$ cat src/rtl/arrival_time_spi_slave_if.sv
// Bundled pins of the arrival-time SPI slave: sample write port, SPI pins and status.
// The slave modport is the block's view; the master modport is the view of whatever drives it.
interface arrival_time_spi_slave_if #(
    parameter int DATA_BITS = 10,
    parameter int FIFO_AW   = 2
);
    logic                 ON;
    logic [DATA_BITS-1:0] WR_DATA;
    logic [1:0]           WR_CHAN;
    logic                 WR_EN;
    logic                 SCK;
    logic                 MOSI;
    logic                 CSbar;
    logic                 MISO;
    logic                 MISO_OE;
    logic [15:0]          RX_WORD;
    logic                 RX_VALID;
    logic [FIFO_AW:0]     FIFO_COUNT;
    logic                 OVERFLOW;

    modport slave (
        input  ON, WR_DATA, WR_CHAN, WR_EN, SCK, MOSI, CSbar,
        output MISO, MISO_OE, RX_WORD, RX_VALID, FIFO_COUNT, OVERFLOW
    );

    modport master (
        output ON, WR_DATA, WR_CHAN, WR_EN, SCK, MOSI, CSbar,
        input  MISO, MISO_OE, RX_WORD, RX_VALID, FIFO_COUNT, OVERFLOW
    );
endinterface

$ cat src/rtl/arrival_time_spi_slave.sv
// SPI mode-0 slave: queues tagged ultrasonic arrival times and shifts them out to the MBED
// as 16-bit frames, capturing the MBED's 16-bit command word on MOSI in the same frame.
module arrival_time_spi_slave #(
    parameter int DATA_BITS  = 10,
    parameter int FIFO_AW    = 2,
    parameter int FRAME_BITS = 16
) (
    input logic                    SYS_CLK,
    input logic                    RST,
    arrival_time_spi_slave_if.slave bus
);
    localparam int               DEPTH     = 2 ** FIFO_AW;
    localparam int               LOW_BITS  = FRAME_BITS - 4;
    localparam logic [FIFO_AW:0] DEPTH_CNT = (FIFO_AW + 1)'(DEPTH);
    localparam logic [4:0]       FRAME_LEN = 5'(FRAME_BITS);
    localparam logic [4:0]       CNT_MAX   = 5'(FRAME_BITS + 1);
    localparam logic [7:0]       CMD_CLR   = 8'hA5;

    typedef enum logic [1:0] {
        IDLE   = 2'd0,
        ACTIVE = 2'd1,
        DONE   = 2'd2
    } state_t;

    state_t              state_r;
    state_t              state_next_s;
    logic [2:0]          sck_sync_r;
    logic [2:0]          cs_sync_r;
    logic [1:0]          mosi_sync_r;
    logic                sck_rise_s;
    logic                sck_fall_s;
    logic                cs_fall_s;
    logic                cs_rise_s;
    logic                mosi_s;
    logic [13:0]         mem_r [DEPTH];
    logic [FIFO_AW-1:0]  wr_ptr_r;
    logic [FIFO_AW-1:0]  rd_ptr_r;
    logic [FIFO_AW:0]    count_r;
    logic                overflow_r;
    logic                full_s;
    logic                empty_s;
    logic                push_s;
    logic                pop_s;
    logic                drop_s;
    logic                frame_ok_s;
    logic                cmd_clr_s;
    logic [15:0]         head_word_s;
    logic [14:0]         tx_r;
    logic                tx_valid_r;
    logic [15:0]         rx_r;
    logic [15:0]         rx_word_r;
    logic                rx_valid_r;
    logic [4:0]          bit_cnt_r;
    logic                miso_r;
    logic                miso_oe_r;

    assign sck_rise_s = sck_sync_r[1] & ~sck_sync_r[2];
    assign sck_fall_s = ~sck_sync_r[1] & sck_sync_r[2];
    assign cs_fall_s  = ~cs_sync_r[1] & cs_sync_r[2];
    assign cs_rise_s  = cs_sync_r[1] & ~cs_sync_r[2];
    assign mosi_s     = mosi_sync_r[1];

    assign bus.MISO       = miso_r;
    assign bus.MISO_OE    = miso_oe_r;
    assign bus.RX_WORD    = rx_word_r;
    assign bus.RX_VALID   = rx_valid_r;
    assign bus.FIFO_COUNT = count_r;
    assign bus.OVERFLOW   = overflow_r;

    // Synchronise SPI pins; the CSbar chain resets low so a CSbar held low through reset is not a new frame.
    always_ff @(posedge SYS_CLK or negedge RST) begin
        if (!RST) begin
            sck_sync_r  <= 3'b000;
            cs_sync_r   <= 3'b000;
            mosi_sync_r <= 2'b00;
        end else begin
            sck_sync_r  <= {sck_sync_r[1:0], bus.SCK};
            cs_sync_r   <= {cs_sync_r[1:0], bus.CSbar};
            mosi_sync_r <= {mosi_sync_r[0], bus.MOSI};
        end
    end

    // Frame state register.
    always_ff @(posedge SYS_CLK or negedge RST) begin
        if (!RST) begin
            state_r <= IDLE;
        end else begin
            state_r <= state_next_s;
        end
    end

    // Next-state logic; disabling the block abandons any frame in flight.
    always_comb begin
        state_next_s = state_r;
        if (!bus.ON) begin
            state_next_s = IDLE;
        end else begin
            case (state_r)
                IDLE: begin
                    if (cs_fall_s) begin
                        state_next_s = ACTIVE;
                    end else begin
                        state_next_s = IDLE;
                    end
                end
                ACTIVE: begin
                    if (cs_rise_s) begin
                        state_next_s = DONE;
                    end else begin
                        state_next_s = ACTIVE;
                    end
                end
                DONE:    state_next_s = IDLE;
                default: state_next_s = IDLE;
            endcase
        end
    end

    // FIFO control: a write into a full FIFO still lands if the head is popped that same cycle.
    always_comb begin
        full_s     = (count_r == DEPTH_CNT);
        empty_s    = (count_r == {(FIFO_AW + 1){1'b0}});
        frame_ok_s = bus.ON && (state_r == DONE) && (bit_cnt_r == FRAME_LEN);
        pop_s      = frame_ok_s && tx_valid_r && !empty_s;
        push_s     = bus.ON && bus.WR_EN && (!full_s || pop_s);
        drop_s     = bus.ON && bus.WR_EN && full_s && !pop_s;
        cmd_clr_s  = frame_ok_s && (rx_r[15:8] == CMD_CLR);
        if (empty_s) begin
            head_word_s = {1'b0, overflow_r, 14'b0};
        end else begin
            head_word_s = {1'b1, overflow_r, mem_r[rd_ptr_r]};
        end
    end

    // Sample storage; contents only matter while counted as occupied.
    always_ff @(posedge SYS_CLK) begin
        if (push_s) begin
            mem_r[wr_ptr_r] <= {bus.WR_CHAN, LOW_BITS'(bus.WR_DATA)};
        end
    end

    // FIFO pointers, occupancy and the sticky overflow flag (a drop outranks the clear command).
    always_ff @(posedge SYS_CLK or negedge RST) begin
        if (!RST) begin
            wr_ptr_r   <= {FIFO_AW{1'b0}};
            rd_ptr_r   <= {FIFO_AW{1'b0}};
            count_r    <= {(FIFO_AW + 1){1'b0}};
            overflow_r <= 1'b0;
        end else if (!bus.ON) begin
            wr_ptr_r   <= {FIFO_AW{1'b0}};
            rd_ptr_r   <= {FIFO_AW{1'b0}};
            count_r    <= {(FIFO_AW + 1){1'b0}};
            overflow_r <= 1'b0;
        end else begin
            if (push_s) begin
                wr_ptr_r <= wr_ptr_r + 1'b1;
            end
            if (pop_s) begin
                rd_ptr_r <= rd_ptr_r + 1'b1;
            end
            case ({push_s, pop_s})
                2'b10:   count_r <= count_r + 1'b1;
                2'b01:   count_r <= count_r - 1'b1;
                default: count_r <= count_r;
            endcase
            if (drop_s) begin
                overflow_r <= 1'b1;
            end else if (cmd_clr_s) begin
                overflow_r <= 1'b0;
            end
        end
    end

    // Shift datapath: snapshot at frame start, capture MOSI on SCK rise, advance MISO on SCK fall.
    always_ff @(posedge SYS_CLK or negedge RST) begin
        if (!RST) begin
            tx_r       <= 15'b0;
            tx_valid_r <= 1'b0;
            rx_r       <= 16'b0;
            rx_word_r  <= 16'b0;
            rx_valid_r <= 1'b0;
            bit_cnt_r  <= 5'd0;
            miso_r     <= 1'b0;
            miso_oe_r  <= 1'b0;
        end else begin
            rx_valid_r <= 1'b0;
            if (!bus.ON) begin
                tx_valid_r <= 1'b0;
                bit_cnt_r  <= 5'd0;
                miso_r     <= 1'b0;
                miso_oe_r  <= 1'b0;
            end else begin
                case (state_r)
                    IDLE: begin
                        bit_cnt_r <= 5'd0;
                        if (cs_fall_s) begin
                            tx_r       <= head_word_s[14:0];
                            tx_valid_r <= head_word_s[15];
                            rx_r       <= 16'b0;
                            miso_r     <= head_word_s[15];
                            miso_oe_r  <= 1'b1;
                        end
                    end
                    ACTIVE: begin
                        if (sck_rise_s) begin
                            rx_r <= {rx_r[14:0], mosi_s};
                            if (bit_cnt_r != CNT_MAX) begin
                                bit_cnt_r <= bit_cnt_r + 5'd1;
                            end
                        end
                        if (sck_fall_s) begin
                            miso_r <= tx_r[14];
                            tx_r   <= {tx_r[13:0], 1'b0};
                        end
                    end
                    DONE: begin
                        if (frame_ok_s) begin
                            rx_word_r  <= rx_r;
                            rx_valid_r <= 1'b1;
                        end
                        miso_r    <= 1'b0;
                        miso_oe_r <= 1'b0;
                    end
                    default: begin
                        miso_r    <= 1'b0;
                        miso_oe_r <= 1'b0;
                    end
                endcase
            end
        end
    end
endmodule

$ cat src/flat_wrapper.sv
// flat-port wrapper written by rule: the top's interface ports become plain ports
module arrival_time_spi_slave_flat 
#(
    parameter int DATA_BITS  = 10,
    parameter int FIFO_AW    = 2,
    parameter int FRAME_BITS = 16
)
  (SYS_CLK, RST, bus_ON, bus_WR_DATA, bus_WR_CHAN, bus_WR_EN, bus_SCK, bus_MOSI, bus_CSbar, bus_MISO, bus_MISO_OE, bus_RX_WORD, bus_RX_VALID, bus_FIFO_COUNT, bus_OVERFLOW);
  arrival_time_spi_slave_if #(.DATA_BITS(DATA_BITS), .FIFO_AW(FIFO_AW)) bus_i ();
  input logic SYS_CLK;
  input logic RST;
  input wire logic [$bits(bus_i.ON)-1:0] bus_ON;
  input wire logic [$bits(bus_i.WR_DATA)-1:0] bus_WR_DATA;
  input wire logic [$bits(bus_i.WR_CHAN)-1:0] bus_WR_CHAN;
  input wire logic [$bits(bus_i.WR_EN)-1:0] bus_WR_EN;
  input wire logic [$bits(bus_i.SCK)-1:0] bus_SCK;
  input wire logic [$bits(bus_i.MOSI)-1:0] bus_MOSI;
  input wire logic [$bits(bus_i.CSbar)-1:0] bus_CSbar;
  output wire logic [$bits(bus_i.MISO)-1:0] bus_MISO;
  output wire logic [$bits(bus_i.MISO_OE)-1:0] bus_MISO_OE;
  output wire logic [$bits(bus_i.RX_WORD)-1:0] bus_RX_WORD;
  output wire logic [$bits(bus_i.RX_VALID)-1:0] bus_RX_VALID;
  output wire logic [$bits(bus_i.FIFO_COUNT)-1:0] bus_FIFO_COUNT;
  output wire logic [$bits(bus_i.OVERFLOW)-1:0] bus_OVERFLOW;
  assign bus_i.ON = bus_ON;
  assign bus_i.WR_DATA = bus_WR_DATA;
  assign bus_i.WR_CHAN = bus_WR_CHAN;
  assign bus_i.WR_EN = bus_WR_EN;
  assign bus_i.SCK = bus_SCK;
  assign bus_i.MOSI = bus_MOSI;
  assign bus_i.CSbar = bus_CSbar;
  assign bus_MISO = bus_i.MISO;
  assign bus_MISO_OE = bus_i.MISO_OE;
  assign bus_RX_WORD = bus_i.RX_WORD;
  assign bus_RX_VALID = bus_i.RX_VALID;
  assign bus_FIFO_COUNT = bus_i.FIFO_COUNT;
  assign bus_OVERFLOW = bus_i.OVERFLOW;
  arrival_time_spi_slave #(.DATA_BITS(DATA_BITS), .FIFO_AW(FIFO_AW), .FRAME_BITS(FRAME_BITS)) u_core (.SYS_CLK(SYS_CLK), .RST(RST), .bus(bus_i));
endmodule
$ cat config.mk
export PLATFORM = sky130hd
export DESIGN_NAME = arrival_time_spi_slave_flat
export DESIGN_NICKNAME = d
export VERILOG_FILES = /design/src/rtl/arrival_time_spi_slave_if.sv /design/src/rtl/arrival_time_spi_slave.sv /design/src/flat_wrapper.sv
export SDC_FILE = /design/constraint.sdc
export NUM_CORES = 1
export LEC_CHECK = 0
export BUFFER_PORTS_ARGS = -buffer_cell sky130_fd_sc_hd__buf_4
export CAP_MARGIN = 20
export CORE_AREA = 2 2 97 193
export DETAILED_ROUTE_END_ITERATION = 10
export DIE_AREA = 0 0 99 195
export GPL_TIMING_DRIVEN = 0
export PLACE_DENSITY_LB_ADDON = 0.05
export SETUP_SLACK_MARGIN = 0.2
export SKIP_LAST_GASP = 1
export SYNTH_ARGS = -nofsm -noshare
export SYNTH_HDL_FRONTEND = slang
export SYNTH_SLANG_ARGS = --single-unit
$ cat constraint.sdc
create_clock -name SYS_CLK -period 4.4 [get_ports SYS_CLK]
set_input_delay 0.88 -clock SYS_CLK [delete_from_list [all_inputs] [get_ports SYS_CLK]]
set_output_delay 0.88 -clock SYS_CLK [all_outputs]
set_load 0.01 [all_outputs]
## Word level (Yosys, flattened, before mapping)

Memory sizes are Yosys's and may differ from the RTL's.
Index checks and enable logic that the tools add are counted.

- Flip-flop bits (word level): 74
- RAM bits: 48
- Logic and storage cells: 114
- Memories: 1

Memories:

| memory | depth | bits a word | read ports | clocked after memory_dff | write ports | line | RTL |
|---|---|---|---|---|---|---|---|
| u_core.mem_r | 4 | 12 | 1 | 0 | 1 | arrival_time_spi_slave.sv:35 | `logic [13:0] mem_r [DEPTH];` |

- Add/sub/neg operators: 5
- Equality and inequality tests: 23
- Muxes and demuxes: 38
- Bitwise operators: 8
- Reduce and logical (&&, ||, !) cells: 23

Operators with widths:

| cell | number |
|---|---|
| 2-to-1 mux 16 bit | 3 |
| case mux 16 bit (2 select lines) | 1 |
| 2-to-1 mux 15 bit | 2 |
| case mux 15 bit (2 select lines) | 1 |
| 2-to-1 mux 1 bit | 16 |
| 2-to-1 mux 5 bit | 3 |
| != test 2 x 1 -> 1 bit, second input constant | 7 |
| 2-to-1 mux 2 bit | 6 |
| != test 3 x 2 -> 1 bit, second input constant | 4 |
| case mux 5 bit (2 select lines) | 1 |
| logical AND 1 bit | 9 |
| != test 3 x 1 -> 1 bit, second input constant | 3 |
| == test 8 bit, second input constant | 1 |
| AND reduction 4 bit | 2 |
| case mux 3 bit (2 select lines) | 1 |
| AND reduction 2 bit | 3 |
| AND reduction 3 bit | 2 |
| adder 5 x 1 -> 5 bit, second input constant | 1 |
| == test 5 bit, second input constant | 1 |
| != test 5 bit, second input constant | 1 |
| adder 2 x 1 -> 2 bit, second input constant | 2 |
| bitwise AND 1 bit | 4 |
| == test 2 x 1 -> 1 bit, second input constant | 2 |
| == test 2 bit, second input constant | 2 |
| 13 further kinds | 19 |

## Depth between registers and ports, before layout

- Depth after elaboration: 10
- Gate-level depth with buffers: 10
- Mapped depth without buffers: 10

## Least setup slack after synthesis

Ideal clock, no wire load.

- Kind: input to register
- Start: in bus_ON
- End: mem u_core.mem_r[0][0] (netlist bit), enable pin
- Setup time: 0.355 ns
- Data arrival time: 1.973 ns
- Data required time: 4.045 ns
- Path slack: 2.072 ns
- Stages on the path: 4
- Path buffers: 0
- Cells stage by stage: and4b_4 > nand3_4 > a211oi_2 > and2_1

- Word-level cells in the longest chain between the ends: 8
- Elaborated cells between the ends (all ways): 9

Ends and longest elaborated chain:

| item | line | RTL |
|---|---|---|
| start: declaration | flat_wrapper.sv:12 | `input wire logic [$bits(bus_i.ON)-1:0] bus_ON;` |
| logical AND 1 bit (2 in series) | arrival_time_spi_slave.sv:123 | `frame_ok_s = bus.ON && (state_r == DONE) && (bit_cnt_r == FRAME_LEN);` |
| logical AND 1 bit (2 in series) | arrival_time_spi_slave.sv:124 | `pop_s = frame_ok_s && tx_valid_r && !empty_s;` |
| logical OR 1 bit | arrival_time_spi_slave.sv:125 | `push_s = bus.ON && bus.WR_EN && (!full_s \|\| pop_s);` |
| logical AND 1 bit * | arrival_time_spi_slave.sv:125 |  |
| 2-to-1 mux 1 bit * | arrival_time_spi_slave.sv:137 | `if (push_s) begin` |
| 2-to-1 mux 1 bit (implied by the code) * | arrival_time_spi_slave.sv:138 | `mem_r[wr_ptr_r] <= {bus.WR_CHAN, LOW_BITS'(bus.WR_DATA)};` |
| end: declaration | arrival_time_spi_slave.sv:35 |  |

Mark *: on every way between the ends. The rest lies on a longest branch, timed or not.

## Worst setup path in the final report

- Start: reg u_core.bit_cnt_r[0]
- End: mem u_core.mem_r[3][4] (netlist bit), enable pin

- Word-level cells in the longest chain between the ends: 8

Ends and longest elaborated chain:

| item | line | RTL |
|---|---|---|
| start: declaration | arrival_time_spi_slave.sv:53 | `logic [4:0] bit_cnt_r;` |
| start signal: assignment | arrival_time_spi_slave.sv:208 | `bit_cnt_r <= bit_cnt_r + 5'd1;` |
| == test 5 bit | arrival_time_spi_slave.sv:123 |  |
| logical AND 1 bit | arrival_time_spi_slave.sv:123 |  |
| logical AND 1 bit (2 in series) | arrival_time_spi_slave.sv:124 |  |
| logical OR 1 bit | arrival_time_spi_slave.sv:125 |  |
| logical AND 1 bit | arrival_time_spi_slave.sv:125 |  |
| 2-to-1 mux 1 bit | arrival_time_spi_slave.sv:137 |  |
| 2-to-1 mux 1 bit (implied by the code) | arrival_time_spi_slave.sv:138 |  |

No other way between the ends.

==> impl_results.md <==
- Sw frac: 0.2236
- CTS HTree Levels: 4
- Leak: 2.532 nW
- Synth cell types: 48
- # hold bufs at CTS: 0
- Initial antenna violation count: 0
- Final Hold Vio Count: 0
- TNS Setup: 0 ns
- Setup CP Type: register to register
- CTS tree: done
- PortBufs: 41
- Final period util: 0.5835
- Synth top area share: 0.3651
- Most common cell after layout, fill and taps aside: dfrtp_1
- Global placer's final weighted congestion: 0.7279
- Number of synthesized flops with an enable pin: 48
- Status: complete, no violations
- Max Clock Skew: 0.008316 ns
- VDD IR max: 0.2070 mV
- CTS root buf: clkbuf_16
- Internal power: 2.169 mW
- Ant. Diodes: 0
- YS warnings: 0
- Worst setup SP type: register
- MaxCap Viol Count: 0
- Sw power: 0.6246 mW
- Max incr delay on CP: 0.67 ns
- CTS resizes: 0
- Worst-margin pin slew: 0.7583 ns
- Pwr/cell area: 447.5 nW/µm²
- Synth Instances: 370
- Main synth FF type: dfrtp_1
- WL/cell: 17.09 µm
- Worst-Skew Late Latency: 0.41 ns
- Nets@finish: 458
- Core outline area: 17700 µm²
- Data arrival, critical path: 2.60 ns
- DRT Wirelength: 11.23 mm
- Max Buffers Root-to-Sink: 2
- Syn avg cell area: 13.71 µm²
- GRT Overall Usage: 0.1252
- Die Span Y: 195 µm
- Initial core utilization: 0.2866
- R2r worst-path depth: 6
- Worst-path clk slew: 0.06 ns
- Share of cells above drive strength 1: 0.2365
- RSZ-0062 raised after global routing: no
- Final core occ: 0.3526
- P&R area growth vs syn: 23.04%
- Synth area leader: dfrtp_1
- Num Clock Sinks: 122
- CP max-delay cell: and2_1
- Required @ worst endpoint: 4.44 ns
- Reg area: 3293 µm²
- Design area: 6241 µm²
- Largest net degree at the start of global routing: 75
- DRT antenna net count: 0
- Vias in the first global route: 3204
- Crit-path max FO: 12
- Yosys reg bits: 122
- Drt initial violations: 107
- Clock power share: 0.484
- Placed cell area: 5647 µm²
- DRC Markers: 0
- Fillers: 1716
- DP HPWL: 7.722 mm
- Post-DR vias/cell: 4.641
- Reg power frac: 0.457
- DIE AREA: 19310 µm²
- Syn Nets: 397
- Worst setup EP type: register
- Via count: 3049
- Die W: 99 µm
- First drt pass iteration count: 4
- Mapped Area: 5072 µm²
- Most frequent cells in the layout: dfrtp_1 (74), edfxtp_1 (48), nand2_1 (46)
- Combinational Power Share: 0.059
- Hold WC Path Type: input port to async pin
- Grt total ovfl: 0
- Synth top area cells: dfrtp_1 (37%), edfxtp_1 (28%), mux4_2 (5.3%)
- Min cycle time layout: 2.567 ns
- Final Setup Violations: 0
- First-pass GRT wire length: 18.39 mm
- Setup Fix Bufs, Post-CTS: 0
- Row count: 69
- Multi-input gate area: 1635 µm²
- CTS buffer count: 17
- Ordered cell list for the critical path: inv_1, ha_1, and4b_4, nand3_4, a211oi_2, and2_1
- # IOs: 42
- Rel. slew slack: 0.4945
- Fmax: 389.5 MHz
- Seq/Total Area, Yosys: 0.6492
- Fin. max-slew vios: 0
- Post-synth ARST share: 0.6066
## final timing paths
kind | startpoint | endpoint | slack, ns
max in group asynchronous | RST | u_core.tx_r[4] | 3.53
max | u_core.bit_cnt_r[0] | u_core.mem_r[3][4] | 1.83
min reg2reg | u_core.cs_sync_r[0] | u_core.cs_sync_r[1] | 0.35
min | RST | u_core.bus.FIFO_COUNT[2] | 0.30
max reg2reg | u_core.bit_cnt_r[0] | u_core.mem_r[3][4] | 1.83
min in group SYS_CLK | u_core.cs_sync_r[0] | u_core.cs_sync_r[1] | 0.35
## power by group through the flow
stage	sequential (mW)	clock (mW)	combinational, mW
2_1_floorplan	1.29	0	0.0968
3_3_place_gp	1.30	0	0.165
3_5_place_dp	1.30	0	0.167
4_1_cts	1.28	1.39	0.168
5_1_grt	1.28	1.43	0.191
6_report	1.28	1.35	0.165
## metrics by stage
step / worst slack (ns) / hold WS (ns) / power, mW / cells
after floorplan: 2.072 / 0.3312 / 1.386 / 370
after global placement: 1.421 / 0.3358 / 1.463 / 624
after detailed placement: 1.409 / 0.3347 / 1.467 / 624
after CTS: 1.736 / 0.3467 / 2.834 / 656
after global routing: 1.596 / 0.2882 / 2.909 / 657
final: 1.833 / 0.2952 / 2.793 / 657
## per-layer routing
| layer | share of wire | track usage | vias to the layer above | wire [µm] |
|---|---|---|---|---|
| li1 | - | - | 1454 | - |
| met1 | 0.40 | 0.1413 | 1539 | 4444 |
| met2 | 0.56 | 0.2225 | 45 | 6307 |
| met3 | 0.026 | 0.02899 | 11 | 290 |
| met4 | 0.017 | 0.05327 | 0 | 188 |
| met5 | 0 | 0 | - | 0 |
## flip-flops by register name, indices dropped and copies added, names as in the netlist, 2 cells and up
register and count:
u_core.sck_sync_r 3, u_core.state_r 2, u_core.bus.RX_WORD 16, u_core.tx_r 15, u_core.wr_ptr_r 2, u_core.rx_r 16
u_core.cs_sync_r 3, u_core.rd_ptr_r 2, u_core.bit_cnt_r 5, u_core.mem_r 48, u_core.mosi_sync_r 2, u_core.bus.FIFO_COUNT 3
## cell type report
type / instances / share of cell area
Buffer: 19 / 0.01584
Timing Repair Buffer: 42 / 0.05373
Clock inverter: 8 / 0.01524
Clock buffer: 24 / 0.07558
Tap cell: 213 / 0.04270
Sequential cell: 122 / 0.5277
Inverter: 12 / 0.007217
Multi-Input combinational cell: 217 / 0.2620
## logic make-up after synthesis
family,count (synthesis),share of synthesized area
flip-flops,122,0.6492
AO/OA/AOI/OAI,65,0.07869
XOR/XNOR,5,0.008633
adder cells (fa/ha/maj),8,0.02121
AND/OR/NAND/NOR,103,0.1026
multiplexers,36,0.1112
buffers and inverters,31,0.02837
## cells in the mapped netlist (3+ instances only)
cell type,n
a21oi_1,19
nor2_1,21
nand2b_1,6
nand4_1,3
nand3_1,4
o21ai_1,20
ha_1,7
clkbuf_1,8
o21ai_0,3
xnor2_1,4
dfrtp_1,74
and2_1,7
nand3b_1,3
mux2i_1,8
mux2_4,9
nand2_1,46
inv_1,12
mux4_2,12
edfxtp_1,48
a22oi_1,11
buf_2,7
mux2_1,7
## critical path, delay by kind of cell (launching register included)
| kind | cells | cell delay (ns) |
|---|---|---|
| buf+inv | 1 | 0.14 |
| fa+ha+maj | 1 | 0.18 |
| flops | 1 | 0.39 |
| compound gates | 1 | 0.36 |
| simple gates | 3 | 1.11 |
No activity file was read; power rests on OpenSTA's default activity.
